File: config.mk
export PLATFORM = sky130hd
export DESIGN_NAME = eu_iqueue_banked_flat
export DESIGN_NICKNAME = d
export VERILOG_FILES = /design/src/rtl/eu_iqueue_banked_pkg.sv /design/src/rtl/eu_iqueue_banked_if.sv /design/src/rtl/eu_iqueue_banked_bank.sv /design/src/rtl/eu_iqueue_banked.sv /design/src/flat_wrapper.sv
export SDC_FILE = /design/constraint.sdc
export NUM_CORES = 1
export LEC_CHECK = 0
export ABC_CLOCK_PERIOD_IN_PS = 8500
export BUFFER_PORTS_ARGS = -buffer_cell sky130_fd_sc_hd__buf_2
export CAP_MARGIN = 20
export CORE_ASPECT_RATIO = 1.2
export CORE_UTILIZATION = 65
export DETAILED_ROUTE_END_ITERATION = 10
export PLACE_DENSITY = 0.88
export SLEW_MARGIN = 20
export SYNTH_ARGS = -nofsm -noshare
export SYNTH_HDL_FRONTEND = slang
export SYNTH_SLANG_ARGS = --single-unit
File: constraint.sdc
create_clock -name clk -period 8.5 [get_ports clk]
set_input_delay 1.7 -clock clk [delete_from_list [all_inputs] [get_ports clk]]
set_output_delay 1.7 -clock clk [all_outputs]
set_load 0.02 [all_outputs]
File: src/rtl/eu_iqueue_banked_pkg.sv
// Shared types for the banked per-exec-unit instruction queue.
// Latency: n/a (types, constants and a helper function only).
// Backpressure: n/a.
package eu_iqueue_banked_pkg;

    localparam int LOG2_NUM_EXEC_UNITS = 2;
    localparam int IQ_LOG2_NUM_BANKS   = 2;

    // One queued instruction as carried on the dispatch bus.
    typedef struct packed {
        logic [7:0] op;
        logic [7:0] tag;
    } type_iqueue_entry;

    // Bank selector for the default bank count; wider configurations size their own pointers.
    typedef logic [IQ_LOG2_NUM_BANKS-1:0] iq_bank_ptr_t;

    // Smaller of two unsigned values.
    function automatic int unsigned iq_min(input int unsigned a, input int unsigned b);
        return (a < b) ? a : b;
    endfunction

endpackage

File: src/rtl/eu_iqueue_banked_if.sv
// Dispatch/issue bundle between front end, instruction queue and exec unit.
// Latency: n/a (wiring only).
// Backpressure: disp_ready_o gates whole dispatch batches; issue_count_i reports consumption.
interface eu_iqueue_banked_if
    import eu_iqueue_banked_pkg::*;
#(
    parameter int NUM_DISPATCH = 4,
    parameter int ISSUE_WIDTH  = 2,
    parameter int CAPACITY     = 16
);
    localparam int COUNT_W = $clog2(CAPACITY + 1);
    localparam int ICNT_W  = $clog2(ISSUE_WIDTH + 1);

    logic                                                flush_i;
    type_iqueue_entry [NUM_DISPATCH-1:0]                 disp_entry_i;
    logic [NUM_DISPATCH-1:0]                             disp_valid_i;
    logic [NUM_DISPATCH-1:0][LOG2_NUM_EXEC_UNITS-1:0]    disp_euidx_i;
    logic                                                disp_ready_o;
    type_iqueue_entry [ISSUE_WIDTH-1:0]                  issue_entry_o;
    logic [ISSUE_WIDTH-1:0]                              issue_valid_o;
    logic [ICNT_W-1:0]                                   issue_count_i;
    logic [COUNT_W-1:0]                                  count_o;

    // Front end plus exec unit side.
    modport master (
        output flush_i, disp_entry_i, disp_valid_i, disp_euidx_i, issue_count_i,
        input  disp_ready_o, issue_entry_o, issue_valid_o, count_o
    );

    // Queue side.
    modport slave (
        input  flush_i, disp_entry_i, disp_valid_i, disp_euidx_i, issue_count_i,
        output disp_ready_o, issue_entry_o, issue_valid_o, count_o
    );

endinterface

File: src/rtl/eu_iqueue_banked_bank.sv
// One bank of the instruction queue: single-write/single-pop circular FIFO.
// Latency: written entry becomes head the cycle after the write; head is combinational.
// Backpressure: writes while full and pops while empty are ignored; clear wins over both.
module eu_iq_bank
    import eu_iqueue_banked_pkg::*;
#(
    parameter int LOG2_DEPTH = 2
) (
    input  logic                  clk,
    input  logic                  reset,
    input  logic                  clear,
    input  logic                  wr_vld,
    input  type_iqueue_entry      wr_dat,
    input  logic                  pop,
    output type_iqueue_entry      head,
    output logic                  empty,
    output logic                  full,
    output logic [LOG2_DEPTH:0]   count
);
    localparam int DEPTH = 1 << LOG2_DEPTH;
    localparam int PW    = LOG2_DEPTH + 1;

    if (LOG2_DEPTH < 1) begin : g_bad_depth
        $error("eu_iq_bank needs at least two entries");
    end

    type_iqueue_entry  mem [DEPTH];
    logic [PW-1:0]     wr_ptr;
    logic [PW-1:0]     rd_ptr;
    logic              do_wr;
    logic              do_pop;

    // The extra pointer bit tells a full bank from an empty one when the slot indices match.
    assign empty  = (wr_ptr == rd_ptr);
    assign full   = (wr_ptr[LOG2_DEPTH] != rd_ptr[LOG2_DEPTH]) &&
                    (wr_ptr[LOG2_DEPTH-1:0] == rd_ptr[LOG2_DEPTH-1:0]);
    assign do_wr  = wr_vld & ~full & ~clear;
    assign do_pop = pop & ~empty & ~clear;
    assign head   = mem[rd_ptr[LOG2_DEPTH-1:0]];

    // Storage is deliberately not reset; only pointers define what is live.
    always_ff @(posedge clk) begin
        if (do_wr) begin
            mem[wr_ptr[LOG2_DEPTH-1:0]] <= wr_dat;
        end
    end

    // Pointer and occupancy update; clear drops everything at once.
    always_ff @(posedge clk or posedge reset) begin
        if (reset) begin
            wr_ptr <= '0;
            rd_ptr <= '0;
            count  <= '0;
        end else if (clear) begin
            wr_ptr <= '0;
            rd_ptr <= '0;
            count  <= '0;
        end else begin
            if (do_wr) begin
                wr_ptr <= wr_ptr + PW'(1);
            end
            if (do_pop) begin
                rd_ptr <= rd_ptr + PW'(1);
            end
            case ({do_wr, do_pop})
                2'b10:   count <= count + PW'(1);
                2'b01:   count <= count - PW'(1);
                default: count <= count;
            endcase
        end
    end

endmodule

File: src/rtl/eu_iqueue_banked.sv
// Per-exec-unit instruction queue: compacts relevant dispatch lanes into round-robin banks, issues up to W in order.
// Latency: accepted entry visible on issue lanes the next cycle; issue outputs are combinational from bank heads.
// Backpressure: all-or-nothing dispatch, disp_ready_o low if any targeted bank is full at start of cycle.
module eu_iqueue_banked
    import eu_iqueue_banked_pkg::*;
#(
    parameter int                             LOG2_NUM_BANKS  = IQ_LOG2_NUM_BANKS,
    parameter int                             LOG2_BANK_DEPTH = 2,
    parameter int                             NUM_DISPATCH    = 4,
    parameter int                             ISSUE_WIDTH     = 2,
    parameter logic [LOG2_NUM_EXEC_UNITS-1:0] EU_IDX          = '0
) (
    input logic               clk,
    input logic               reset,
    eu_iqueue_banked_if.slave bus
);
    localparam int NUM_BANKS  = 1 << LOG2_NUM_BANKS;
    localparam int BANK_DEPTH = 1 << LOG2_BANK_DEPTH;
    localparam int CAPACITY   = NUM_BANKS * BANK_DEPTH;
    localparam int COUNT_W    = $clog2(CAPACITY + 1);
    localparam int ICNT_W     = $clog2(ISSUE_WIDTH + 1);
    localparam int RCNT_W     = $clog2(NUM_DISPATCH + 1);
    localparam int BCNT_W     = LOG2_BANK_DEPTH + 1;

    if (NUM_DISPATCH > NUM_BANKS) begin : g_bad_dispatch
        $error("NUM_DISPATCH must not exceed the number of banks");
    end
    if (ISSUE_WIDTH < 1 || ISSUE_WIDTH > NUM_BANKS) begin : g_bad_issue
        $error("ISSUE_WIDTH must be between 1 and the number of banks");
    end

    logic [LOG2_NUM_BANKS-1:0]                   wr_ptr;
    logic [LOG2_NUM_BANKS-1:0]                   rd_ptr;
    logic [COUNT_W-1:0]                          count_q;

    logic [NUM_DISPATCH-1:0]                     relevant;
    logic [NUM_DISPATCH-1:0][RCNT_W-1:0]         lane_rank;
    logic [RCNT_W-1:0]                           num_relevant;
    logic                                        accept;

    logic [NUM_BANKS-1:0]                        bank_target;
    logic [NUM_BANKS-1:0]                        bank_wr_vld;
    type_iqueue_entry [NUM_BANKS-1:0]            bank_wr_dat;
    logic [NUM_BANKS-1:0]                        bank_pop;
    type_iqueue_entry [NUM_BANKS-1:0]            bank_head;
    logic [NUM_BANKS-1:0]                        bank_empty;
    logic [NUM_BANKS-1:0]                        bank_full;
    logic [NUM_BANKS-1:0][BCNT_W-1:0]            bank_count;

    logic [ICNT_W-1:0]                           avail;
    logic [ICNT_W-1:0]                           consume;
    logic [ISSUE_WIDTH-1:0]                      lane_empty;
    logic [COUNT_W-1:0]                          occ_sum;

    // Rank each relevant lane among the relevant lanes below it; gaps take no bank.
    always_comb begin
        logic [RCNT_W-1:0] acc;
        acc       = '0;
        relevant  = '0;
        lane_rank = '0;
        for (int l = 0; l < NUM_DISPATCH; l++) begin
            relevant[l]  = bus.disp_valid_i[l] && (bus.disp_euidx_i[l] == EU_IDX);
            lane_rank[l] = acc;
            if (relevant[l]) begin
                acc = acc + RCNT_W'(1);
            end
        end
        num_relevant = acc;
    end

    // Rotate relevant lanes onto banks starting at wr_ptr; N <= B keeps every target distinct.
    always_comb begin
        logic [LOG2_NUM_BANKS-1:0] tgt;
        tgt         = '0;
        bank_target = '0;
        bank_wr_dat = '0;
        for (int l = 0; l < NUM_DISPATCH; l++) begin
            if (relevant[l]) begin
                tgt              = wr_ptr + LOG2_NUM_BANKS'(lane_rank[l]);
                bank_target[tgt] = 1'b1;
                bank_wr_dat[tgt] = bus.disp_entry_i[l];
            end
        end
    end

    // Start-of-cycle fullness only: a slot freed by this cycle's pop cannot be refilled yet.
    assign bus.disp_ready_o = ~|(bank_target & bank_full);
    assign accept           = bus.disp_ready_o & ~bus.flush_i;
    assign bank_wr_vld      = bank_target & {NUM_BANKS{accept}};

    // Round-robin writes put global program order at banks rd_ptr, rd_ptr+1, ...
    always_comb begin
        logic [LOG2_NUM_BANKS-1:0] sel;
        sel               = '0;
        bus.issue_entry_o = '0;
        bus.issue_valid_o = '0;
        lane_empty        = '0;
        for (int j = 0; j < ISSUE_WIDTH; j++) begin
            sel                  = rd_ptr + LOG2_NUM_BANKS'(j);
            bus.issue_entry_o[j] = bank_head[sel];
            bus.issue_valid_o[j] = (count_q > COUNT_W'(j));
            lane_empty[j]        = bank_empty[sel];
        end
    end

    // An over-large issue count is clamped to the lanes actually shown valid.
    assign avail   = ICNT_W'(iq_min(32'(count_q), ISSUE_WIDTH));
    assign consume = (bus.issue_count_i > avail) ? avail : bus.issue_count_i;

    // Pop the heads of the first `consume` banks counted from rd_ptr.
    always_comb begin
        logic [LOG2_NUM_BANKS-1:0] offset;
        offset   = '0;
        bank_pop = '0;
        for (int b = 0; b < NUM_BANKS; b++) begin
            offset      = LOG2_NUM_BANKS'(b) - rd_ptr;
            bank_pop[b] = ~bus.flush_i && (32'(offset) < 32'(consume));
        end
    end

    for (genvar b = 0; b < NUM_BANKS; b++) begin : g_bank
        eu_iq_bank #(
            .LOG2_DEPTH (LOG2_BANK_DEPTH)
        ) u_bank (
            .clk    (clk),
            .reset  (reset),
            .clear  (bus.flush_i),
            .wr_vld (bank_wr_vld[b]),
            .wr_dat (bank_wr_dat[b]),
            .pop    (bank_pop[b]),
            .head   (bank_head[b]),
            .empty  (bank_empty[b]),
            .full   (bank_full[b]),
            .count  (bank_count[b])
        );
    end

    // Bank pointers and total occupancy; flush returns everything to the origin.
    always_ff @(posedge clk or posedge reset) begin
        if (reset) begin
            wr_ptr  <= '0;
            rd_ptr  <= '0;
            count_q <= '0;
        end else if (bus.flush_i) begin
            wr_ptr  <= '0;
            rd_ptr  <= '0;
            count_q <= '0;
        end else begin
            if (accept) begin
                wr_ptr <= wr_ptr + LOG2_NUM_BANKS'(num_relevant);
            end
            rd_ptr  <= rd_ptr + LOG2_NUM_BANKS'(consume);
            count_q <= count_q + (accept ? COUNT_W'(num_relevant) : COUNT_W'(0))
                               - COUNT_W'(consume);
        end
    end

    assign bus.count_o = count_q;

    // Sum of per-bank occupancies, which must always track the registered total.
    always_comb begin
        occ_sum = '0;
        for (int b = 0; b < NUM_BANKS; b++) begin
            occ_sum = occ_sum + COUNT_W'(bank_count[b]);
        end
    end

    // Consumer protocol and internal consistency checks.
    always @(posedge clk) begin
        if (!reset) begin
            assert (bus.issue_count_i <= avail)
                else $warning("issue_count_i exceeds valid issue lanes; clamped");
            assert (occ_sum == count_q)
                else $error("bank occupancy sum disagrees with count");
            assert ((bus.issue_valid_o & lane_empty) == '0)
                else $error("valid issue lane points at an empty bank");
        end
    end

endmodule

File: src/flat_wrapper.sv
// flat-port wrapper written by rule: the top's interface ports become plain ports
module eu_iqueue_banked_flat import eu_iqueue_banked_pkg::*;
#(
    parameter int                             LOG2_NUM_BANKS  = IQ_LOG2_NUM_BANKS,
    parameter int                             LOG2_BANK_DEPTH = 2,
    parameter int                             NUM_DISPATCH    = 4,
    parameter int                             ISSUE_WIDTH     = 2,
    parameter logic [LOG2_NUM_EXEC_UNITS-1:0] EU_IDX          = '0
)
  (clk, reset, bus_flush_i, bus_disp_entry_i, bus_disp_valid_i, bus_disp_euidx_i, bus_issue_count_i, bus_disp_ready_o, bus_issue_entry_o, bus_issue_valid_o, bus_count_o);
  eu_iqueue_banked_if #(.NUM_DISPATCH(NUM_DISPATCH), .ISSUE_WIDTH(ISSUE_WIDTH), .CAPACITY(16)) bus_i ();
  input logic clk;
  input logic reset;
  input wire logic [$bits(bus_i.flush_i)-1:0] bus_flush_i;
  input wire logic [$bits(bus_i.disp_entry_i)-1:0] bus_disp_entry_i;
  input wire logic [$bits(bus_i.disp_valid_i)-1:0] bus_disp_valid_i;
  input wire logic [$bits(bus_i.disp_euidx_i)-1:0] bus_disp_euidx_i;
  input wire logic [$bits(bus_i.issue_count_i)-1:0] bus_issue_count_i;
  output wire logic [$bits(bus_i.disp_ready_o)-1:0] bus_disp_ready_o;
  output wire logic [$bits(bus_i.issue_entry_o)-1:0] bus_issue_entry_o;
  output wire logic [$bits(bus_i.issue_valid_o)-1:0] bus_issue_valid_o;
  output wire logic [$bits(bus_i.count_o)-1:0] bus_count_o;
  assign bus_i.flush_i = bus_flush_i;
  assign bus_i.disp_entry_i = bus_disp_entry_i;
  assign bus_i.disp_valid_i = bus_disp_valid_i;
  assign bus_i.disp_euidx_i = bus_disp_euidx_i;
  assign bus_i.issue_count_i = bus_issue_count_i;
  assign bus_disp_ready_o = bus_i.disp_ready_o;
  assign bus_issue_entry_o = bus_i.issue_entry_o;
  assign bus_issue_valid_o = bus_i.issue_valid_o;
  assign bus_count_o = bus_i.count_o;
  eu_iqueue_banked #(.LOG2_NUM_BANKS(LOG2_NUM_BANKS), .LOG2_BANK_DEPTH(LOG2_BANK_DEPTH), .NUM_DISPATCH(NUM_DISPATCH), .ISSUE_WIDTH(ISSUE_WIDTH), .EU_IDX(EU_IDX)) u_core (.clk(clk), .reset(reset), .bus(bus_i));
endmodule
==> results.json <==
{
  "outcome": "complete, no violations",
  "r2r_slack_ps": 3890,
  "required_ps": 6800,
  "stdcell_count": 1544,
  "regToRegStartpoint": "u_core.wr_ptr[0]$_DFFE_PP0P_",
  "tightest_slew_ps": 1130,
  "drt_iter0_drc": 1573,
  "die_h_um": 168,
  "synth-main-ff-cell": "edfxtp_1",
  "wl_per_cell_um": 27.4,
  "tritoncts": "done",
  "area_growth_pct": 11.6,
  "fin_tns_setup_ps": 0,
  "power.density_nw_per_um2": 254,
  "synth.avg_cell_area_um2": 12.9,
  "p_total_mw": 4.20,
  "worstPathArrival_ps": 5210,
  "cts_made_buffers": 26,
  "yosysWarningCount": 0,
  "post-route-drc-count": 0,
  "crit_start": "bus_disp_euidx_i[3]",
  "maxCapViolations": 0,
  "ctsResizeCount": 0,
  "multiInputGateArea_um2": 5970,
  "crit_path_cell_trace": "buf_2 -> nor3b_2 -> inv_1 -> ha_1 -> xnor2_1 -> inv_1 -> ha_1 -> xor2_1 -> o211a_1 -> o21ai_2 -> a41o_1 -> nand4_1 -> inv_1 -> buf_2",
  "synth_area_um2": 14800,
  "hold_buffers": 0,
  "first_pass_iters": 10,
  "slew_headroom": 0.239,
  "highest_layer": "met4",
  "end_kind": "output port",
  "die_w_um": 140,
  "async_reset_ff_frac": 0.114,
  "grt_first_pass_wirelength_um": 61900,
  "final_cell_mix": "256 x edfxtp_1, 143 x nand2_1, 120 x buf_2, 117 x nor2_1, 64 x mux4_2",
  "synth_edf_count": 256,
  "ios": 121,
  "wl_met1_um": 14900,
  "cp.depth": 14,
  "placed_cells": 1495,
  "io_buffers": 120,
  "max_clock_freq_mhz": 145,
  "vdd_ir_drop_max_v": 0.000269,
  "nNetsFinal": 1373,
  "r2r_end": "u_core.bus.count_o[4]$_DFF_PP0_",
  "ys_types": 52,
  "seq_area_frac_synth": 0.574,
  "p_leak_nw": 6.09,
  "core_um2": 22400,
  "slowest_delay_ps": 830,
  "diodes": 0,
  "slowest_stage": "o21ai_2",
  "cts_setup_buffers": 0,
  "final_common_cell": "edfxtp_1",
  "viasPerCell": 6.97,
  "grt_pass1_vias": 10200,
  "antenna_found_initial": 0,
  "period_share": 0.813,
  "gp_congestion": 1.10,
  "worstPathMaxFanout": 18,
  "period_minus_slack_ps": 6910,
  "start_kind": "primary input",
  "crit_family": "compound AO/OA/AOI/OAI gates",
  "worstSetupPathType": "primary input to output port",
  "dpl.hpwl_um": 29200,
  "path_buf_inv": 5,
  "start_util": 0.661,
  "route.met3.wl_um": 4850,
  "crit_top_cell": "inv_1",
  "path_clk_slew_ps": 60,
  "totalWireLength_um": 42300,
  "fp.dieArea_um2": 23400,
  "setup_viol_count_final": 0,
  "insertion_delay_ps": 540,
  "grt_max_degree": 51,
  "synth_nets": 1277,
  "fin_skew_ps": 27.0,
  "drive_above_1_share": 0.237,
  "wl_met2_um": 19400,
  "cts_sinks": 289,
  "rr_worst_depth": 15,
  "gr-total-overflow": 0,
  "slew_violations": 0,
  "seqCellArea_um2": 8510,
  "ant_nets": 0,
  "rsz0062_at_grt": "no",
  "cts_max_level": 1,
  "fill_cells": 1366,
  "cts_root_buf": "clkbuf_16",
  "synthCells": 1149,
  "rows": 60,
  "hold_class": "flop to flop",
  "crit_end": "bus_disp_ready_o",
  "hold_violations": 0,
  "grt_usage": 0.364,
  "ys_ff_latch": 289,
  "num_vias": 10800,
  "clock_path_buffers": 3
}
-- sequential cells by signal, indices dropped and copies added (netlist names) --
| name | count |
|---|---|
| u_core.bus.count_o | 5 |
| u_core.g_bank.u_bank.mem | 256 |
| u_core.g_bank.u_bank.rd_ptr | 12 |
| u_core.g_bank.u_bank.wr_ptr | 12 |
| u_core.rd_ptr | 2 |
| u_core.wr_ptr | 2 |
-- synthesized netlist by cell type, types with 2 or more instances --
| cell | instances | area, um2 |
|---|---|---|
| a211oi_1 | 16 | 120 |
| a221oi_1 | 2 | 17.5 |
| a221o_1 | 16 | 160 |
| mux4_2 | 64 | 1440 |
| or3_1 | 9 | 56.3 |
| a41o_1 | 5 | 50.1 |
| a31oi_1 | 32 | 200 |
| mux2_2 | 33 | 372 |
| nand2_1 | 143 | 537 |
| nor3_2 | 7 | 70.1 |
| ha_1 | 43 | 538 |
| buf_2 | 7 | 35.0 |
| buf_1 | 7 | 26.3 |
| and4b_1 | 2 | 20.0 |
| mux2i_1 | 9 | 90.1 |
| a21oi_1 | 42 | 210 |
| nor2_1 | 121 | 454 |
| a21o_1 | 20 | 150 |
| fa_1 | 4 | 80.1 |
| clkbuf_1 | 56 | 210 |
| xnor2_1 | 20 | 175 |
| nor4_1 | 3 | 18.8 |
| and2_1 | 15 | 93.8 |
| nor3_1 | 7 | 35.0 |
| nor2b_1 | 3 | 18.8 |
| edfxtp_1 | 256 | 7690 |
| dfrtp_1 | 33 | 826 |
| inv_1 | 37 | 139 |
| o21ai_0 | 37 | 185 |
| nor3b_2 | 3 | 37.5 |
| a22oi_1 | 49 | 368 |
| xor2_1 | 18 | 158 |
| and3_1 | 2 | 12.5 |
| nand3_1 | 10 | 50.1 |
-- final cells by class --
class                   count  area share
clock buffers              36      0.0441
flip-flops and latches    289       0.514
clock inverters            12     0.00582
multi-input cells         753       0.360
repair buffers            138      0.0459
inverters                  37     0.00839
well taps                 279      0.0211
-- routing by layer --
layer  GRT usage  vias up
met4       0.231        0
met3      0.0615      207
met5           0        -
met1       0.477     5125
met2       0.570      896
li1            -     4539
-- worst register-to-register path, stage by stage, from the launching register on --
cell	delay [ps]
dfrtp_1	540
ha_1	290
xor2_1	170
o211a_1	270
o21ai_2	830
a41o_1	330
nand4_1	190
nor2_1	210
nand2_1	90
fa_1	470
inv_1	70
fa_1	460
a21o_1	190
a21oi_1	170
xnor2_1	130
nor2_1	50
-- stage by stage --
stage                     utilization  worst slack [ps]  hold slack [ps]  cell area [um2]
after global routing            0.737              1350              601            16600
after global placement          0.698              1710              543            15700
after floorplan                     -              2150              525            14800
after CTS                       0.736              1640              576            16500
after detailed placement        0.699              1600              566            15700
final                           0.737              1590              570            16600
-- how the worst min path moves through the flow --
| stage | cells past startpoint | from | to | slack, ps |
|---|---|---|---|---|
| floorplan | 2 | u_core.g_bank[0].u_bank.rd_ptr[2]$_DFFE_PP0P_ | u_core.g_bank[0].u_bank.rd_ptr[2]$_DFFE_PP0P_ | 520 |
| global placement | 2 | u_core.g_bank[1].u_bank.rd_ptr[2]$_DFFE_PP0P_ | u_core.g_bank[1].u_bank.rd_ptr[2]$_DFFE_PP0P_ | 540 |
| detailed placement | 2 | u_core.g_bank[3].u_bank.rd_ptr[2]$_DFFE_PP0P_ | u_core.g_bank[3].u_bank.rd_ptr[2]$_DFFE_PP0P_ | 570 |
| CTS | 3 | u_core.g_bank[1].u_bank.wr_ptr[2]$_DFFE_PP0P_ | u_core.g_bank[1].u_bank.wr_ptr[2]$_DFFE_PP0P_ | 580 |
| global route | 3 | u_core.g_bank[1].u_bank.wr_ptr[2]$_DFFE_PP0P_ | u_core.g_bank[1].u_bank.wr_ptr[2]$_DFFE_PP0P_ | 600 |
| finish | 3 | u_core.g_bank[1].u_bank.wr_ptr[2]$_DFFE_PP0P_ | u_core.g_bank[1].u_bank.wr_ptr[2]$_DFFE_PP0P_ | 570 |
-- cell families after synthesis --
group | share of synthesized area
AND/OR/NAND/NOR | 0.100
flip-flops | 0.574
AO/OA/AOI/OAI | 0.106
buffers and inverters | 0.0277
multiplexers | 0.128
adder cells (fa/ha/maj) | 0.0417
XOR/XNOR | 0.0224
-- where the power goes --
group	internal [mW]	total (mW)	switching (mW)
Clock	0.634	1.15	0.512
Sequential	1.62	1.67	0.0558
Combinational	0.495	1.38	0.889
Total	2.75	4.20	1.46
No activity file was read; power rests on OpenSTA's default activity.
